**config.mk**
```make
export PLATFORM = sky130hd
export DESIGN_NAME = variable_depth_reg_file
export DESIGN_NICKNAME = d
export VERILOG_FILES = /design/src/rtl/reg_file_pkg.sv /design/src/rtl/reg_file_read_port.sv /design/src/rtl/variable_depth_reg_file.sv
export SDC_FILE = /design/constraint.sdc
export NUM_CORES = 2
export LEC_CHECK = 0
export ABC_AREA = 1
export CORE_AREA = 2 2 500 552
export CTS_CLUSTER_SIZE = 24
export DETAILED_ROUTE_END_ITERATION = 6
export DIE_AREA = 0 0 502 554
export PLACE_DENSITY = 0.45
export SLEW_MARGIN = 20
export SYNTH_ARGS = -nofsm -noshare
export SYNTH_HDL_FRONTEND = slang
export SYNTH_HIERARCHICAL = 1
export SYNTH_SLANG_ARGS = --single-unit
```
**constraint.sdc**
```tcl
create_clock -name clk -period 35.5 [get_ports clk]
set_input_delay 7.1 -clock clk [delete_from_list [all_inputs] [get_ports clk]]
set_output_delay 7.1 -clock clk [all_outputs]
set_load 0.05 [all_outputs]
```
**src/rtl/reg_file_pkg.sv**
```systemverilog
// Shared constants and the byte-lane merge used by the write path and the read bypass.
package reg_file_pkg;

  localparam int unsigned LANE_W    = 8;
  localparam int unsigned MAX_LANES = 64;
  localparam int unsigned MAX_W     = LANE_W * MAX_LANES;

  // Callers zero-extend narrower words into MAX_W and truncate the result back.
  function automatic logic [MAX_W-1:0] lane_merge(
    input logic [MAX_W-1:0]     old_word,
    input logic [MAX_W-1:0]     new_word,
    input logic [MAX_LANES-1:0] mask
  );
    logic [MAX_W-1:0] merged;
    merged = old_word;
    for (int unsigned i = 0; i < MAX_LANES; i++) begin
      if (mask[i]) begin
        merged[i*LANE_W +: LANE_W] = new_word[i*LANE_W +: LANE_W];
      end
    end
    return merged;
  endfunction

endpackage

```
**src/rtl/reg_file_read_port.sv**
```systemverilog
// One registered read port: range check, write-first bypass, output registers and valid pulse.
module reg_file_read_port
  import reg_file_pkg::*;
#(
  parameter int unsigned WIDTH  = 32,
  parameter int unsigned DEPTH  = 32,
  parameter int unsigned ADDR_W = 5,
  parameter int unsigned LANES  = 4
) (
  input  logic              clk,
  input  logic              reset,
  input  logic              rd_en_i,
  input  logic [ADDR_W-1:0] rd_addr_i,
  input  logic [WIDTH-1:0]  mem_word_i,
  input  logic              mem_init_i,
  input  logic              wr_fire_i,
  input  logic [ADDR_W-1:0] wr_addr_i,
  input  logic [WIDTH-1:0]  wr_data_i,
  input  logic [LANES-1:0]  wr_mask_i,
  output logic [WIDTH-1:0]  rd_data_o,
  output logic              rd_init_o,
  output logic              rd_valid_o
);

  localparam int unsigned          AW1     = ADDR_W + 1;
  localparam logic [ADDR_W:0]      DEPTH_A = AW1'(DEPTH);

  logic             in_range_c;
  logic             hit_c;
  logic [WIDTH-1:0] word_c;
  logic             init_c;
  logic [WIDTH-1:0] data_d, data_q;
  logic             init_d, init_q;
  logic             valid_d, valid_q;

  // Select what this port would see after the current edge's write.
  always_comb begin
    in_range_c = ({1'b0, rd_addr_i} < DEPTH_A);
    hit_c      = wr_fire_i && (wr_addr_i == rd_addr_i);
    word_c     = '0;
    init_c     = 1'b0;
    if (in_range_c) begin
      if (hit_c) begin
        word_c = WIDTH'(lane_merge(MAX_W'(mem_word_i), MAX_W'(wr_data_i),
                                   MAX_LANES'(wr_mask_i)));
        init_c = 1'b1;
      end else begin
        word_c = mem_word_i;
        init_c = mem_init_i;
      end
    end
  end

  always_comb begin
    data_d  = data_q;
    init_d  = init_q;
    valid_d = rd_en_i;
    if (rd_en_i) begin
      data_d = word_c;
      init_d = init_c;
    end
  end

  always_ff @(posedge clk or posedge reset) begin
    if (reset) begin
      data_q  <= '0;
      init_q  <= 1'b0;
      valid_q <= 1'b0;
    end else begin
      data_q  <= data_d;
      init_q  <= init_d;
      valid_q <= valid_d;
    end
  end

  assign rd_data_o  = data_q;
  assign rd_init_o  = init_q;
  assign rd_valid_o = valid_q;

endmodule

```
**src/rtl/variable_depth_reg_file.sv**
```systemverilog
// Byte-masked register file with one write port and two independent registered read ports.
module variable_depth_reg_file
  import reg_file_pkg::*;
#(
  parameter  int unsigned WIDTH  = 32,
  parameter  int unsigned DEPTH  = 32,
  localparam int unsigned ADDR_W = $clog2(DEPTH),
  localparam int unsigned LANES  = WIDTH / LANE_W
) (
  input  logic              clk,
  input  logic              reset,
  input  logic              write_enable,
  input  logic [ADDR_W-1:0] write_addr,
  input  logic [WIDTH-1:0]  write_data,
  input  logic [LANES-1:0]  write_mask,
  input  logic              read_enable_a,
  input  logic [ADDR_W-1:0] read_addr_a,
  input  logic              read_enable_b,
  input  logic [ADDR_W-1:0] read_addr_b,
  output logic [WIDTH-1:0]  read_data_a,
  output logic [WIDTH-1:0]  read_data_b,
  output logic              read_valid_a,
  output logic              read_valid_b,
  output logic              read_init_a,
  output logic              read_init_b
);

  localparam int unsigned     AW1     = ADDR_W + 1;
  localparam logic [ADDR_W:0] DEPTH_A = AW1'(DEPTH);

  logic [WIDTH-1:0] mem_q [DEPTH];
  logic [DEPTH-1:0] init_q;
  logic             wr_fire_c;
  logic [WIDTH-1:0] wr_word_c;

  // Out-of-range writes never fire, so they leave data and init flags untouched.
  always_comb begin
    wr_fire_c = write_enable && ({1'b0, write_addr} < DEPTH_A);
    wr_word_c = '0;
    if (wr_fire_c) begin
      wr_word_c = WIDTH'(lane_merge(MAX_W'(mem_q[write_addr]), MAX_W'(write_data),
                                    MAX_LANES'(write_mask)));
    end
  end

  always_ff @(posedge clk or posedge reset) begin
    if (reset) begin
      for (int unsigned i = 0; i < DEPTH; i++) begin
        mem_q[ADDR_W'(i)] <= '0;
      end
      init_q <= '0;
    end else if (wr_fire_c) begin
      mem_q[write_addr]  <= wr_word_c;
      init_q[write_addr] <= 1'b1;
    end
  end

  reg_file_read_port #(
    .WIDTH (WIDTH),
    .DEPTH (DEPTH),
    .ADDR_W(ADDR_W),
    .LANES (LANES)
  ) u_port_a (
    .clk       (clk),
    .reset     (reset),
    .rd_en_i   (read_enable_a),
    .rd_addr_i (read_addr_a),
    .mem_word_i(mem_q[read_addr_a]),
    .mem_init_i(init_q[read_addr_a]),
    .wr_fire_i (wr_fire_c),
    .wr_addr_i (write_addr),
    .wr_data_i (write_data),
    .wr_mask_i (write_mask),
    .rd_data_o (read_data_a),
    .rd_init_o (read_init_a),
    .rd_valid_o(read_valid_a)
  );

  reg_file_read_port #(
    .WIDTH (WIDTH),
    .DEPTH (DEPTH),
    .ADDR_W(ADDR_W),
    .LANES (LANES)
  ) u_port_b (
    .clk       (clk),
    .reset     (reset),
    .rd_en_i   (read_enable_b),
    .rd_addr_i (read_addr_b),
    .mem_word_i(mem_q[read_addr_b]),
    .mem_init_i(init_q[read_addr_b]),
    .wr_fire_i (wr_fire_c),
    .wr_addr_i (write_addr),
    .wr_data_i (write_data),
    .wr_mask_i (write_mask),
    .rd_data_o (read_data_b),
    .rd_init_o (read_init_b),
    .rd_valid_o(read_valid_b)
  );

endmodule

```
==> Word-level counts from Yosys, hierarchy flattened <==
Index checks and enable logic that the tools add are counted.
{ "word_totals": {"inputBits": 56, "regBits": 1124, "word_cells": 92} }
{ "classes": {"bitwise_logic": 4, "magnitude_cmp": 8, "n_reduce_logical": 4, "mux": 35, "n_eq_ne": 2} }
{ "ops": {"columns": ["cell", "count"], "rows": [
  ["bitwise mux 1024 bit", 1],
  ["binary-select mux 32 bit (select 5 bit)", 3],
  ["two-way mux 32 bit", 10],
  ["demux 32 bit (select 5 bit)", 1],
  ["two-way mux 8 bit", 12],
  ["bitwise OR 32 bit", 1],
  ["greater-or-equal comparator 6 bit, second input constant", 3],
  ["less-than comparator 5 x 6 -> 1 bit, second input constant", 3],
  ["NOT 5 -> 6 bit", 3],
  ["binary-select mux 1 bit (select 5 bit)", 2],
  ["equality test 5 bit", 2],
  ["less-than comparator 6 x 1 -> 1 bit, second input constant", 1],
  ["demux 1 bit (select 5 bit)", 1],
  ["greater-or-equal comparator 5 x 1 -> 1 bit, second input constant", 1],
  ["two-way mux 1 bit", 5],
  ["logical AND 1 bit", 4]
]} }

==> Depth between registers and ports, before layout <==
{ "depth": {"word_depth": 7, "depth_mapped": 19, "ltp_nobuf": 15} }

==> Hierarchy <==
Netlist, hierarchy kept.
{ "modules_own_cells": {"columns": ["module", "instances", "cells_each", "area_each_um2"], "rows": [
  ["variable_depth_reg_file", 1, 12321, 74023.5],
  ["reg_file_read_port", 2, 376, 2339.7]
]} }

==> Worst setup path after synthesis <==
OpenSTA, ideal clock, no wires.
{ "synth_path": {"path_kind": "input-to-reg", "start": "in read_addr_b[0]", "end": "reg u_port_b.data_q[6] (netlist: u_port_b/rd_data_o[6])", "cell_stages": 17, "slack_ns": 26.547, "arrival_time_ns": 8.835, "cell_sequence": "buf_2 -> buf_2 -> clkinv_1 -> clkbuf_1 -> clkbuf_1 -> nor2_1 -> nor2_1 -> o31ai_1 -> nand2_1 -> nand2_1 -> nand2_1 -> inv_1 -> nor2_1 -> a21oi_1 -> nand4_1 -> nand3_1 -> nand2_1"} }
{ "synth_between": {"elab_chain_len": 6, "word_cells_on_any_way": 8, "cone_classes": "eq/ne: 1; mux: 5; bitwise: 1; reduce/logical: 1"} }
{ "synth_rtl": {"columns": ["item", "line_no", "source"], "rows": [
  ["start: declaration", "variable_depth_reg_file.sv:19", "input logic [ADDR_W-1:0] read_addr_b,"],
  ["NOT 5 -> 6 bit (not written as such)", "variable_depth_reg_file.sv:89", ".mem_word_i(mem_q[read_addr_b]),"],
  ["binary-select mux 32 bit (select 5 bit)", "variable_depth_reg_file.sv:89", null],
  ["two-way mux 32 bit (not written as such) (2 in series)", "variable_depth_reg_file.sv:89", null],
  ["two-way mux 8 bit", "reg_file_pkg.sv:17", "if (mask[i]) begin"],
  ["two-way mux 32 bit (*)", "reg_file_read_port.sv:43", "if (hit_c) begin"],
  ["end signal: assignment", "reg_file_read_port.sv:70", "data_q <= data_d;"],
  ["end: declaration", "reg_file_read_port.sv:32", "logic [WIDTH-1:0] data_d, data_q;"]
]} }
Every way passes the cells marked *; elsewhere a longest branch is shown, timed or not. The select of a mux whose other input is x is not followed.
A chain may end at the register's enable or synchronous reset.

==> reports/metrics.csv <==
metric,value,unit
status,finished with violations,
cts_tree,done,
wl_per_cell,30.48,µm
first_global_vias,88370,
die_y,554,µm
rows,201,
final_common_cell,nand2_1,
synth_compound_area_share,8.473,%
synth_fp_nets,13130,
slew_headroom,16.09,%
syn2layout_area_growth,10.80,%
ios,124,
grt_pass1_wl,693.1,mm
crit_top_cell,buf_4,
cts_root_buffer,clkbuf_16,
synth_xor_area_share,0,%
synthAdderAreaFrac,0,%
vias_per_cell,5.825,
cp.arrival,12.20,ns
drive_above_1_share,5.533,%
cts_resized,0,
initial_core_util,28.95,%
finalHoldViolCount,0,
cts.htree.levels,4,
slowest_stage,buf_4,
antenna_left,0,
synth_area_leaders,"dfrtp_1, nand2_1, nand3_1, a21oi_1, clkbuf_1",
yosys.area.top_type,dfrtp_1,
seqPwrFrac,38.1,%
violations,design-rule violations,
swShare,36.09,%
finalMaxSlewViolations,0,
setup_viol,0,
synth_edf_count,0,
rsz0062_at_grt,false,
nets,12570,
async_flop_share,100.0,%
die_area,0.2781,mm²
synth_ff_type,dfrtp_1,
fmax,0.08780,GHz
synth-simple-area-share,48.40,%
synth_area,0.07870,mm²
post-route-drc-count,2,
p_sw,1480,µW
coreArea,0.2719,mm²
cp-start-kind,input port,
cts_setup_buffers,0,
gp_congestion,0.9167,
p_int,2621,µW
tns,0,ns
p_leak,0.04480,µW
grt_remaining_overflow,0,
finClkSkew,0.03321,ns
worst_slew_pin_slew,1.259,ns
die_w,502,µm
power_frac_comb,21.6,%
period_needed,11.39,ns
cts_sinks,1124,
vias,94980,
grt_max_degree,167,
crit_chain,clkdlybuf4s50_1 -> clkinvlp_4 -> buf_4 -> buf_4 -> buf_4 -> buf_4 -> buf_4,
cts_hold_buf,0,
yosys_warnings,6,
hold_class,reg2reg,
synth_top_area_share,35.74,%
clockBufferDepth,3,
synthMuxAreaShare,0,%
grtUsageTotal,34.73,%
dpl_worst_slack,23.15,ns
syn_avg_cell_area,6.020,µm²
drv_cap,0,
numCtsBuffers,150,
detailed_place_hpwl,267.2,mm
end_kind,async pin,
firstDrtPassIters,7,
power.clock.fraction,40.3,%
peakVddDrop,0.00006112,V
path_clk_slew,0.05,ns
cp_num_buf_inv,7,
crit_type,in2async,
ys_seq_elements,1124,
port_buffers,123,
synth_cells,13070,
cp_top_family,buffers and inverters,
synth.distinct_cells,27,
p_total,4101,µW
setup_ws,24.11,ns
drt-initial-drc-count,14150,
synth_top_family_by_area,simple AND/OR/NAND/NOR gates,
max_stage_delay,0.87,ns
pwr_density_cell,47.03,mW/mm²
antenna_found_initial,27,
worstPathMaxFanout,68,
mostFrequentLayoutCells,"nand2_1, nand3_1, dfrtp_1",
finalWirelength,497.0,mm
nFillCells,29860,
required,36.31,ns
clock_latency,0.87,ns
synth_seq_area_share,35.74,%
finalCritPeriodShare,32.08,%
[flip-flops by register name (all words and copies together) (netlist names)]
signal	count
u_port_a/rd_valid_o	1
u_port_a/rd_data_o	32
u_port_b/rd_init_o	1
u_port_b/rd_valid_o	1
mem_q	1024
u_port_a/rd_init_o	1
init_q	32
u_port_b/rd_data_o	32
[worst min-delay path, stage by stage, from the launching register on]
cell	delay, ns
dfrtp_1	0.32
inv_1	0.05
nand2_1	0.06
[cell usage after synthesis, types with 61 or more instances]
| master | number |
|---|---|
| dfrtp_1 | 1124 |
| o21ai_0 | 395 |
| a21oi_1 | 585 |
| nand4_1 | 64 |
| buf_2 | 208 |
| o31ai_1 | 233 |
| nand3_1 | 1654 |
| clkbuf_1 | 639 |
| nand2_1 | 7041 |
| buf_4 | 61 |
| buf_1 | 123 |
| inv_1 | 196 |
| nor2_1 | 554 |
[kinds of logic after synthesis]
family	count (synthesis)
buffers and inverters	1323
AND/OR/NAND/NOR	9411
flip-flops	1124
AO/OA/AOI/OAI	1215
[through the flow]
stage | utilization (%) | area [µm²] | std cells | hold slack (ns)
final | 32.08 | 87200 | 16300 | 0.4616
after global routing | 32.06 | 87170 | 16290 | 0.4735
after CTS | 32.04 | 87120 | 16290 | 0.4612
after detailed placement | 30.13 | 81920 | 16010 | 0.4479
after global placement | 30.13 | 81920 | 16010 | 0.4415
after floorplan | - | 78710 | 13070 | 0.4277
[routing by layer]
metal | global-route usage, % | part of all wire (%)
met1 | 44.69 | 38
met2 | 49.37 | 41
met4 | 26.01 | 8.5
met3 | 9.272 | 12
met5 | 0 | 0.013
[power by group through the flow]
stage / Clock, µW / Combinational, µW / Sequential (µW)
after global routing: 1710 / 950 / 1580
final: 1650 / 887 / 1560
after global placement: 0 / 854 / 1580
after CTS: 1660 / 859 / 1560
after detailed placement: 0 / 856 / 1580
after floorplan: 0 / 522 / 1570
[layout make-up]
type	instances	area [µm²]	share of cell area (%)
multi-input cells	10630	45020	51.62
flip-flops and latches	1124	28130	32.25
clock buffers	229	4599	5.274
well taps	3654	4572	5.243
repair buffers	366	3256	3.733
inverters	245	1001	1.148
clock inverters	44	593.1	0.6801
diodes	16	40.04	0.04591
[final timing paths]
kind	from	endpoint	slack, ns	cells after the start
setup reg to reg	mem_q[807]	mem_q[199]	32.56	10
hold reg to reg	init_q[6]	init_q[6]	0.46	2
max in group clk	write_addr[0]	mem_q[246]	24.25	13
min in group asynchronous	reset	init_q[14]	6.77	2
setup / recovery	reset	mem_q[991]	24.11	7
hold / removal	init_q[6]	init_q[6]	0.46	2
Note: power is estimated with default switching activity, not from simulation.
